**src/rtl/clk_tick_gen.sv**
```systemverilog
// Reset synchroniser, startup guard and programmable tick-enable generator.
// All logic runs on i_clk; downstream blocks use o_tick as a clock enable.
module clk_tick_gen #(
  parameter int unsigned DIV_W          = 32,
  parameter int unsigned DEFAULT_DIV    = 100000,
  parameter int unsigned STARTUP_CYCLES = 1024,
  parameter int unsigned CNT_W          = 16
) (
  input  logic             i_clk,
  input  logic             i_rst_n,
  input  logic             i_run,
  input  logic             i_div_load,
  input  logic [DIV_W-1:0] i_div_value,
  output logic             o_rst_sync_n,
  output logic             o_ready,
  output logic             o_tick,
  output logic [CNT_W-1:0] o_tick_cnt,
  output logic [DIV_W-1:0] o_div_active
);

  localparam int unsigned GUARD_W = (STARTUP_CYCLES > 1) ? $clog2(STARTUP_CYCLES) : 1;
  localparam logic [DIV_W-1:0] DivOne = DIV_W'(1);
  localparam logic [DIV_W-1:0] DivDefault = DIV_W'(DEFAULT_DIV);

  typedef enum logic [1:0] {StSync, StGuard, StIdle, StRun} state_e;

  state_e             r_state, w_state_next;
  logic [1:0]         r_sync;
  logic [GUARD_W-1:0] r_guard;
  logic [DIV_W-1:0]   r_div_cnt;
  logic [DIV_W-1:0]   r_div_active;
  logic [DIV_W-1:0]   r_shadow;
  logic               r_pend;
  logic               r_tick;
  logic [CNT_W-1:0]   r_tick_cnt;

  logic               w_guard_done;
  logic               w_wrap;
  logic               w_load_ok;
  logic               w_apply;
  logic [DIV_W-1:0]   w_div_clamped;

  // Async assert, release two edges after i_rst_n rises
  always_ff @(posedge i_clk or negedge i_rst_n) begin
    if (!i_rst_n) r_sync <= 2'b00;
    else          r_sync <= {r_sync[0], 1'b1};
  end

  always_ff @(posedge i_clk or negedge i_rst_n) begin
    if (!i_rst_n) r_state <= StSync;
    else          r_state <= w_state_next;
  end

  assign w_guard_done = (r_guard == GUARD_W'(STARTUP_CYCLES - 1));

  always_comb begin
    w_state_next = r_state;
    unique case (r_state)
      StSync:  if (r_sync[1])    w_state_next = StGuard;
      StGuard: if (w_guard_done) w_state_next = StIdle;
      StIdle:  if (i_run)        w_state_next = StRun;
      StRun:   if (!i_run)       w_state_next = StIdle;
      default:                   w_state_next = StSync;
    endcase
  end

  always_comb begin
    o_ready = (r_state == StIdle) || (r_state == StRun);
  end

  assign w_wrap        = (r_state == StRun) && i_run && (r_div_cnt == (r_div_active - DivOne));
  assign w_load_ok     = i_div_load && ((r_state == StIdle) || (r_state == StRun));
  // A pending divisor lands immediately when idle, otherwise only at a period boundary
  assign w_apply       = r_pend && ((r_state == StIdle) || w_wrap);
  assign w_div_clamped = (i_div_value == '0) ? DivOne : i_div_value;

  always_ff @(posedge i_clk or negedge i_rst_n) begin
    if (!i_rst_n) begin
      r_guard      <= '0;
      r_div_cnt    <= '0;
      r_div_active <= DivDefault;
      r_shadow     <= DivDefault;
      r_pend       <= 1'b0;
      r_tick       <= 1'b0;
      r_tick_cnt   <= '0;
    end else begin
      r_guard   <= (r_state == StGuard) ? r_guard + GUARD_W'(1) : '0;
      r_div_cnt <= ((r_state == StRun) && i_run && !w_wrap) ? r_div_cnt + DivOne : '0;
      r_tick    <= w_wrap;
      if (w_wrap) r_tick_cnt <= r_tick_cnt + CNT_W'(1);
      if (w_apply) r_div_active <= r_shadow;
      if (w_load_ok) begin
        r_shadow <= w_div_clamped;
        r_pend   <= 1'b1;
      end else if (w_apply) begin
        r_pend   <= 1'b0;
      end
    end
  end

  assign o_rst_sync_n = r_sync[1];
  assign o_tick       = r_tick;
  assign o_tick_cnt   = r_tick_cnt;
  assign o_div_active = r_div_active;

endmodule
```
**config.mk**
```make
export PLATFORM = sky130hd
export DESIGN_NAME = clk_tick_gen
export DESIGN_NICKNAME = d
export VERILOG_FILES = /design/src/rtl/clk_tick_gen.sv
export SDC_FILE = /design/constraint.sdc
export NUM_CORES = 1
export LEC_CHECK = 0
export CAP_MARGIN = 0
export CORE_MARGIN = 5
export CORE_UTILIZATION = 50
export CTS_CLUSTER_SIZE = 25
export DETAILED_ROUTE_END_ITERATION = 10
export PLACE_DENSITY = 0.78
export REMOVE_ABC_BUFFERS = 1
export SLEW_MARGIN = 5
export SYNTH_ARGS = -nofsm -noshare
export SYNTH_HDL_FRONTEND = slang
export SYNTH_SLANG_ARGS = --single-unit
```
**constraint.sdc**
```tcl
create_clock -name i_clk -period 3.3 [get_ports i_clk]
set_input_delay 0.33 -clock i_clk [delete_from_list [all_inputs] [get_ports i_clk]]
set_output_delay 0.33 -clock i_clk [all_outputs]
set_load 0.005 [all_outputs]
```
==> flow_metrics.env <==
export IMPL_synth_edf_count=0
export IMPL_vdd_drop_max_mv=0.394
export IMPL_wl_per_cell_microns=18.4
export IMPL_holdCritPathClass="input port to asynchronous set/reset pin"
export IMPL_syn_avg_cell_area_sq_um=10.6
export IMPL_final_cell_mix="116 x dfrtp_1, 85 x clkdlybuf4s50_1, 71 x nor2_1"
export IMPL_slew_headroom=0.452
export IMPL_ant_nets=0
export IMPL_netSwitchingFraction=0.199
export IMPL_grt_pass1_vias=5612
export IMPL_drc=0
export IMPL_core_area_sq_um=13100
export IMPL_synth_area_sq_um=6590
export IMPL_clock_skew_final_ns=0.0101
export IMPL_die_area_sq_um=15600
export IMPL_async_reset_ff_frac=1.00
export IMPL_rr_endpoint="o_div_active[22]"
export IMPL_die_y_microns=125
export IMPL_drv_slew=0
export IMPL_violations="setup timing"
export IMPL_n_fill_cell=863
export IMPL_path_clk_slew_ns=0.06
export IMPL_cp_arrival_ns=3.79
export IMPL_cap_violations=0
export IMPL_via_count=5594
export IMPL_finalSetupViolCount=66
export IMPL_detailed_place_hpwl_microns=11800
export IMPL_worstSkewPairLatency_ns=0.43
export IMPL_synth_distinct_cells=63
export IMPL_synth_flop_cell="dfrtp_1"
export IMPL_grt_use_total=0.222
export IMPL_die_w_microns=125
export IMPL_max_freq_mhz=287
export IMPL_period_share=1.05
export IMPL_final_nets=815
export IMPL_tightest_slew_ns=0.822
export IMPL_preCtsSetupSlack_ns=-0.243
export IMPL_start_kind="flip-flop"
export IMPL_hold_violations=0
export IMPL_std_cell_rows=42
export IMPL_r2r_start="o_div_active[0]"
export IMPL_comb_power_share=0.023
export IMPL_yosysWarnings=0
export IMPL_dp_cells=920
export IMPL_ios=87
export IMPL_criticalPathCategory="flip-flop to flip-flop"
export IMPL_end_kind="flip-flop"
export IMPL_power_w=0.00374
export IMPL_seqPwrFrac=0.420
export IMPL_antenna_found_initial=0
export IMPL_final_common_cell="dfrtp_1"
export IMPL_power_density_nw_per_um2=407
export IMPL_ys_ff_latch=128
export IMPL_synthCells=622
export IMPL_min_period_ns=3.48
export IMPL_grt_overflow_total=0
export IMPL_first_pass_iters=5
export IMPL_grt_start_max_net_pins=66
export IMPL_switchingPower_w=0.000746
export IMPL_crit_fanout=32
export IMPL_ff2ff_setup_slack_ns=-0.18
export IMPL_cts_buffer_depth=2
export IMPL_run_status="finished, violations left"
export IMPL_cts_hold_buf=0
export IMPL_leakagePower_nw=4.23
export IMPL_numCtsBuffers=17
export IMPL_grt_pass1_wl_microns=28000
export IMPL_cts_root_buf="clkbuf_16"
export IMPL_area_growth_pct=39.7
export IMPL_ff_latch_area_sq_um=3220
export IMPL_wirelength_microns=17800
export IMPL_multi_input_area_sq_um=3560
export IMPL_clock_sinks=128
export IMPL_stdcell_count=964
export IMPL_post_route_util=0.704
export IMPL_p_int_w=0.00300
export IMPL_layout_drive_gt1_share=0.251
export IMPL_h_tree_depth=4
export IMPL_rsz0062_at_grt="yes"
export IMPL_synth_seq_area_share=0.488
export IMPL_place_gp_congestion=0.882
export IMPL_drt_iter0_markers=400
export IMPL_initial_core_util=0.504
export IMPL_required_ns=3.61
export IMPL_cts_tree="built"
export IMPL_p_clk_frac=0.557
export IMPL_io_buffers=86
export IMPL_setup_slack_ns=-0.181
export IMPL_tns_ns=-6.16
export IMPL_antenna_cells=0
export IMPL_r2r_worst_path_cells=10
export IMPL_vias_per_cell=5.80
synthesized netlist by cell type (2+ instances only):
| cell | count | area [sq um] |
|---|---|---|
| o22ai_1 | 2 | 12.5 |
| buf_1 | 2 | 7.51 |
| a211o_1 | 2 | 17.5 |
| mux2_2 | 32 | 360 |
| nor2_1 | 71 | 267 |
| a21oi_1 | 11 | 55.1 |
| a311oi_1 | 2 | 17.5 |
| nand2_1 | 28 | 105 |
| nand3_1 | 28 | 140 |
| and2_1 | 3 | 18.8 |
| nor4_4 | 2 | 42.5 |
| clkbuf_1 | 18 | 67.6 |
| a31oi_1 | 2 | 12.5 |
| xor2_1 | 39 | 342 |
| or3_1 | 7 | 43.8 |
| mux2_1 | 33 | 372 |
| ha_1 | 4 | 50.1 |
| nand4_1 | 15 | 93.8 |
| or4_1 | 10 | 75.1 |
| dfrtp_1 | 116 | 2900 |
| inv_1 | 18 | 67.6 |
| nor4_1 | 30 | 188 |
| nand3b_1 | 3 | 22.5 |
| o31ai_1 | 2 | 15.0 |
| o21a_1 | 2 | 15.0 |
| and4_1 | 2 | 17.5 |
| o211ai_1 | 4 | 30.0 |
| buf_4 | 2 | 15.0 |
| o21ai_0 | 13 | 65.1 |
| nor2b_1 | 3 | 18.8 |
| nand2b_1 | 5 | 31.3 |
| buf_2 | 2 | 10.0 |
| and3_1 | 13 | 81.3 |
| dfstp_2 | 12 | 315 |
| nor3_1 | 13 | 65.1 |
| o31a_1 | 3 | 26.3 |
| xnor2_1 | 41 | 359 |
| nor3b_1 | 2 | 15.0 |
routing by layer:
metal  share of wire  wire [microns]  global-route usage
met2            0.51            9090               0.380
met1            0.41            7350               0.272
met4           0.022             393              0.0864
met5               0               0                   0
met3           0.052             923              0.0519
final cells by class:
| cell class | count | area share |
|---|---|---|
| clock inverter | 12 | 0.0224 |
| inverter | 18 | 0.00734 |
| multi-input combinational | 452 | 0.386 |
| clock buffer | 20 | 0.0496 |
| tap | 176 | 0.0239 |
| timing repair buffer | 158 | 0.161 |
| sequential | 128 | 0.350 |
timing repair:
action | 4_1_cts | 5_1_grt
gates cloned | 0 | 2
setup endpoints to repair | 77 | 81
setup buffers | 4 | 6
pin swaps | 5 | 19
gates resized for setup | 19 | 45
power groups by stage:
stage,clock network (W),logic (W),registers [W]
2_1_floorplan,0,0.00000274,0.00160
3_3_place_gp,0,0.0000849,0.00160
3_5_place_dp,0,0.0000870,0.00160
4_1_cts,0.00211,0.0000878,0.00157
5_1_grt,0.00218,0.0000959,0.00157
6_report,0.00209,0.0000852,0.00157
stage by stage:
stage               instance area (sq um)  hold slack [ns]
global route                         9210           0.0901
finish                               9210          0.00494
global placement                     8070            0.333
detailed placement                   8070            0.336
floorplan                            6490           0.0344
CTS                                  8870           0.0279
how the worst max path moves through the flow:
stage                     from               end  slack [ns]
2_1_floorplan  o_div_active[0]   o_div_active[0]       -0.74
3_3_place_gp   o_div_active[0]  o_div_active[23]       -0.16
3_5_place_dp   o_div_active[0]  o_div_active[12]       -0.24
4_1_cts        o_div_active[4]  o_div_active[11]       -0.19
5_1_grt        o_div_active[0]  o_div_active[21]       -0.32
6_report       o_div_active[0]  o_div_active[22]       -0.18
worst max-delay path, cell delays in order, from the launching register on:
cell      delay (ns)
dfrtp_1         0.42
or4_4           0.61
nor3_4          0.18
nand3b_1        0.12
a311oi_2        0.33
nor2_1          0.09
or4_4           0.55
nor4_4          0.31
a41oi_4         0.17
buf_12          0.21
mux2_1          0.34
logic make-up (layout without fill, tap and decap cells):
kind of cell / Yosys count / count (layout) / synth area share
XOR/XNOR: 80 / 80 / 0.106
other: 1 / 1 / 0.000569
multiplexers: 65 / 65 / 0.111
flip-flops: 128 / 128 / 0.488
adder cells (fa/ha/maj): 4 / 4 / 0.00759
buffers and inverters: 42 / 208 / 0.0254
AO/OA/AOI/OAI: 60 / 60 / 0.0649
AND/OR/NAND/NOR: 242 / 242 / 0.196
registers in the layout, summed over array words and instances, names as in the netlist:
signal,flops
r_shadow,32
r_pend,1
r_state,2
o_tick_cnt,16
r_guard,10
r_div_cnt,32
o_tick,1
o_div_active,32
r_sync,2
Power figures use the tool's default switching activity.
